--- src/rtl/uart_rx_param.sv ---
// Parametrised UART receiver: input synchroniser, oversampled majority-vote bit timing,
// configurable data/parity/stop framing and a one-entry valid/ready output register.
module uart_rx_param #(
  parameter int DATA_BITS    = 8,
  parameter int PARITY       = 0,
  parameter int STOP_BITS    = 1,
  parameter int CLKS_PER_BIT = 434,
  parameter int SYNC_STAGES  = 2
) (
  input  logic                 clk,
  input  logic                 rst,
  input  logic                 rx_en,
  input  logic                 rx_pin_in,
  output logic [DATA_BITS-1:0] rx_data,
  output logic                 rx_valid,
  input  logic                 rx_ready,
  output logic                 parity_err,
  output logic                 frame_err,
  output logic                 overrun_err,
  output logic                 busy
);

  localparam int CW = $clog2(CLKS_PER_BIT);
  localparam logic [CW-1:0] MID_M1    = CW'(CLKS_PER_BIT / 2 - 1);
  localparam logic [CW-1:0] MID       = CW'(CLKS_PER_BIT / 2);
  localparam logic [CW-1:0] MID_P1    = CW'(CLKS_PER_BIT / 2 + 1);
  localparam logic [CW-1:0] LAST_CNT  = CW'(CLKS_PER_BIT - 1);
  localparam logic [3:0]    LAST_DATA = 4'(DATA_BITS - 1);
  localparam logic          LAST_STOP = 1'(STOP_BITS - 1);

  typedef enum logic [2:0] {
    S_IDLE,
    S_START,
    S_DATA,
    S_PAR,
    S_STOP,
    S_DELIVER
  } state_t;

  state_t                 state, state_n;
  logic [SYNC_STAGES-1:0] sync_q;
  logic                   rxs, rxs_prev;
  logic [CW-1:0]          cnt;
  logic                   samp_a, samp_b;
  logic                   vote, eval;
  logic [3:0]             bit_idx;
  logic                   stop_idx;
  logic [DATA_BITS-1:0]   shreg;
  logic                   perr_r, ferr_r;
  logic                   par_exp;

  assign rxs     = sync_q[SYNC_STAGES-1];
  assign eval    = (cnt == MID_P1);
  assign vote    = (samp_a & samp_b) | (samp_a & rxs) | (samp_b & rxs);
  assign par_exp = (^shreg) ^ (PARITY == 1);
  assign busy    = (state != S_IDLE);

  always_ff @(posedge clk) begin
    if (rst) begin
      sync_q   <= '1;
      rxs_prev <= 1'b1;
      state    <= S_IDLE;
    end else begin
      sync_q   <= {sync_q[SYNC_STAGES-2:0], rx_pin_in};
      rxs_prev <= rxs;
      state    <= state_n;
    end
  end

  always_comb begin
    state_n = state;
    case (state)
      S_IDLE:    if (rx_en && rxs_prev && !rxs) state_n = S_START;
      S_START:   if (eval) state_n = vote ? S_IDLE : S_DATA;
      S_DATA:    if (eval && bit_idx == LAST_DATA) state_n = (PARITY != 0) ? S_PAR : S_STOP;
      S_PAR:     if (eval) state_n = S_STOP;
      S_STOP:    if (eval && stop_idx == LAST_STOP) state_n = S_DELIVER;
      S_DELIVER: state_n = S_IDLE;
      default:   state_n = S_IDLE;
    endcase
    if (!rx_en) state_n = S_IDLE;
  end

  // Counter is held at zero in IDLE, so entering START restarts bit timing.
  always_ff @(posedge clk) begin
    if (rst) begin
      cnt      <= '0;
      samp_a   <= 1'b0;
      samp_b   <= 1'b0;
      bit_idx  <= '0;
      stop_idx <= 1'b0;
      shreg    <= '0;
      perr_r   <= 1'b0;
      ferr_r   <= 1'b0;
    end else if (state == S_IDLE) begin
      cnt      <= '0;
      bit_idx  <= '0;
      stop_idx <= 1'b0;
      perr_r   <= 1'b0;
      ferr_r   <= 1'b0;
    end else begin
      cnt <= (cnt == LAST_CNT) ? '0 : cnt + 1'b1;
      if (cnt == MID_M1) samp_a <= rxs;
      if (cnt == MID)    samp_b <= rxs;
      if (eval) begin
        case (state)
          S_DATA: begin
            shreg   <= {vote, shreg[DATA_BITS-1:1]};
            bit_idx <= bit_idx + 4'd1;
          end
          S_PAR: perr_r <= (vote != par_exp);
          S_STOP: begin
            if (!vote) ferr_r <= 1'b1;
            stop_idx <= stop_idx + 1'b1;
          end
          default: ;
        endcase
      end
    end
  end

  // A reload on the accepting edge takes priority over clearing rx_valid.
  always_ff @(posedge clk) begin
    if (rst) begin
      rx_data     <= '0;
      rx_valid    <= 1'b0;
      parity_err  <= 1'b0;
      frame_err   <= 1'b0;
      overrun_err <= 1'b0;
    end else begin
      overrun_err <= 1'b0;
      if (rx_valid && rx_ready) rx_valid <= 1'b0;
      if (state == S_DELIVER) begin
        if (!rx_valid || rx_ready) begin
          rx_data    <= shreg;
          parity_err <= perr_r;
          frame_err  <= ferr_r;
          rx_valid   <= 1'b1;
        end else begin
          overrun_err <= 1'b1;
        end
      end
    end
  end

endmodule

--- config.mk ---
export PLATFORM = sky130hd
export DESIGN_NAME = uart_rx_param
export DESIGN_NICKNAME = d
export VERILOG_FILES = /design/src/rtl/uart_rx_param.sv
export SDC_FILE = /design/constraint.sdc
export NUM_CORES = 1
export LEC_CHECK = 0
export ABC_AREA = 1
export CAP_MARGIN = 20
export CORE_MARGIN = 2
export CORE_UTILIZATION = 55
export DETAILED_ROUTE_END_ITERATION = 7
export GPL_TIMING_DRIVEN = 0
export MAX_ROUTING_LAYER = met4
export PLACE_DENSITY = 0.85
export SLEW_MARGIN = 20
export SYNTH_ARGS = -nofsm -noshare
export SYNTH_HDL_FRONTEND = slang
export SYNTH_SLANG_ARGS = --single-unit
--- constraint.sdc ---
create_clock -name clk -period 3.52 [get_ports clk]
set_input_delay 1.056 -clock clk [delete_from_list [all_inputs] [get_ports clk]]
set_output_delay 1.056 -clock clk [all_outputs]
set_load 0.01 [all_outputs]
==> qor.yml <==
power_density_nw_per_um2: 399.4
max_cap_violations: 0
start_util_pct: 57.06
fin_crit_ps: 2595
synth.distinct_cells: 31
cp_cell_sequence: "nor2_1 -> nand2_1 -> clkdlybuf4s50_1"
finalNonFillerCells: 353
cp_data_arrival_time_ps: 1540
io_pins: 18
die-height_um: 65.40
finalInstanceArea_um2: 2411
syn_area_per_cell_um2: 7.404
layout-drive-gt1-share_pct: 10.16
clkTransAtPathRegs_ps: 80
synth_cells: 280
cp_slowest_cell: "clkdlybuf4s50_1"
antenna_found_initial: 0
clock_sinks: 44
critPathTopFamily: "buffers and inverters"
clk_path_buf_depth: 2
ir_worst_vdd_uv: 263.3
dp_hpwl_um: 2878
critPathMaxFanout: 5
synth_top_cell_by_area: "dfxtp_1"
synthArstFlopShare_pct: 0
relSlewSlack_pct: 63.22
fin_setup_tns_ps: 0
hold_violations: 0
port_buffers: 17
synth_nets: 290
cts_tree: "built"
post_cts_buffers: 0
post_cts_resized: 0
crit_buf_inv: 1
final_max_slew_viol_count: 0
place_area_um2: 2303
placementRows: 22
tightest_slew_ps: 546.0
core_area_um2: 3633
cp-end-kind: "primary output"
timing.final.crit_share_pct: 73.73
setup_viol: 0
multi_input_area_um2: 975.9
p_leak_nw: 0.9981
place_ws_ps: 1025
dp_cells: 345
layout_commonest_cell: "nand2_1"
synth-edff-count: 0
h-tree-depth: 2
grt_pass1_wl_um: 7051
max_freq_mhz: 385.3
die_area_um2: 4277
cts_made_buffers: 5
area_growth_pct: 16.29
grt_pass1_vias: 1658
setup_ws_ps: 924.5
root_buffer: "clkbuf_8"
wire_per_inst_um: 11.10
drt-total-wl_um: 3919
antenna-diode-count: 0
firstDrtPassIters: 4
max_stage_delay_ps: 570
grt_use_total_pct: 21.81
critPathKind: "flop to primary output"
crit_path_start_kind: "flop"
synthFlopType: "dfxtp_1"
drc: 0
p_total_mw: 0.9631
num_vias: 1777
drtIter0Drc: 81
mostFrequentLayoutCells: "nand2_1 (52), inv_1 (45), dfxtp_1 (44)"
yosysSeqAreaShare_pct: 42.49
grt_setup_unrepaired: "false"
ant_nets: 0
crit_required_ps: 2460
synthTopCellsByArea: "dfxtp_1 (42%), nand2_1 (9.4%), inv_1 (8.1%), a21oi_1 (5.6%), nor2_1 (5.1%)"
clock_latency_ps: 300
whs_ps: 421.1
syn_area_um2: 2073
n_fill_cell: 324
hp-class: "flop to flop"
post-route-util_pct: 66.36
via_per_inst: 5.034
grt-ovfl-total: 0
synth_top_area_share_pct: 42.49
die_x_um: 65.40
synth_warnings: 0
layout.nets: 314
ys_ff_latch: 44
gp_congestion: 0.8100
cts_hold_buf: 0
status: "finished clean"
grt_max_degree: 14
skew_ps: 6.016
ff_latch_area_um2: 880.8
## per-layer routing
metal  routed length (µm)  part of all wire, %  vias up  track usage (%)
li1                     -                    -      943                -
met4                   74                  1.9        0            7.031
met1                 1817                   46      789            25.70
met2                 1851                   47       36            35.97
met5                    0                    0        -                -
met3                  176                  4.5        9            6.336
## worst paths after layout
path              startpoint        end  slack, ps  cells after the start
setup / recovery    state[0]       busy        920                      3
hold / removal     sync_q[0]  sync_q[1]        420                      1
setup reg to reg  bit_idx[0]   state[2]       2010                      7
hold reg to reg    sync_q[0]  sync_q[1]        420                      1
## synthesized netlist by cell type, types with 2 or more instances
| master | n |
|---|---|
| a21oi_1 | 23 |
| a21oi_2 | 8 |
| clkbuf_1 | 2 |
| dfxtp_1 | 44 |
| ha_1 | 5 |
| inv_1 | 45 |
| nand2_1 | 52 |
| nand2_2 | 2 |
| nand3_1 | 11 |
| nand4_1 | 8 |
| nor2_1 | 28 |
| nor3_1 | 5 |
| nor3b_1 | 3 |
| o21ai_0 | 18 |
| o21ai_1 | 7 |
| o21ai_2 | 2 |
| or2_2 | 3 |
## final cells by class
| type | count | area share (%) |
|---|---|---|
| Sequential cell | 44 | 36.53 |
| Clock inverter | 2 | 1.453 |
| Clock buffer | 6 | 3.010 |
| Buffer | 5 | 1.816 |
| Tap cell | 48 | 2.491 |
| Inverter | 46 | 7.161 |
| Multi-Input combinational cell | 185 | 40.48 |
| Timing Repair Buffer | 17 | 7.058 |
## kinds of logic (layout without fill, tap and decap cells)
family          after synthesis  in the layout  share of synthesized area, %
xor+xnor                      2              2                        0.8451
flops                        44             44                         42.49
fa+ha+maj                     5              5                         3.018
simple gates                118            118                         26.74
compound gates               60             60                         16.48
buf+inv                      51             76                         10.44
## flip-flops by register name (all words and copies together) (netlist names)
signal       cells
cnt              9
rx_data          8
shreg            8
bit_idx          4
state            3
sync_q           2
ferr_r           1
frame_err        1
overrun_err      1
parity_err       1
perr_r           1
rx_valid         1
rxs_prev         1
samp_a           1
samp_b           1
stop_idx         1
## power breakdown
group          switching, mW  leakage (nW)  internal [mW]
clock                  0.167        0.0552          0.211
combinational         0.0485         0.588         0.0272
sequential           0.00584         0.355          0.503
total                  0.222         0.998          0.741
No activity file was read; power rests on OpenSTA's default activity.
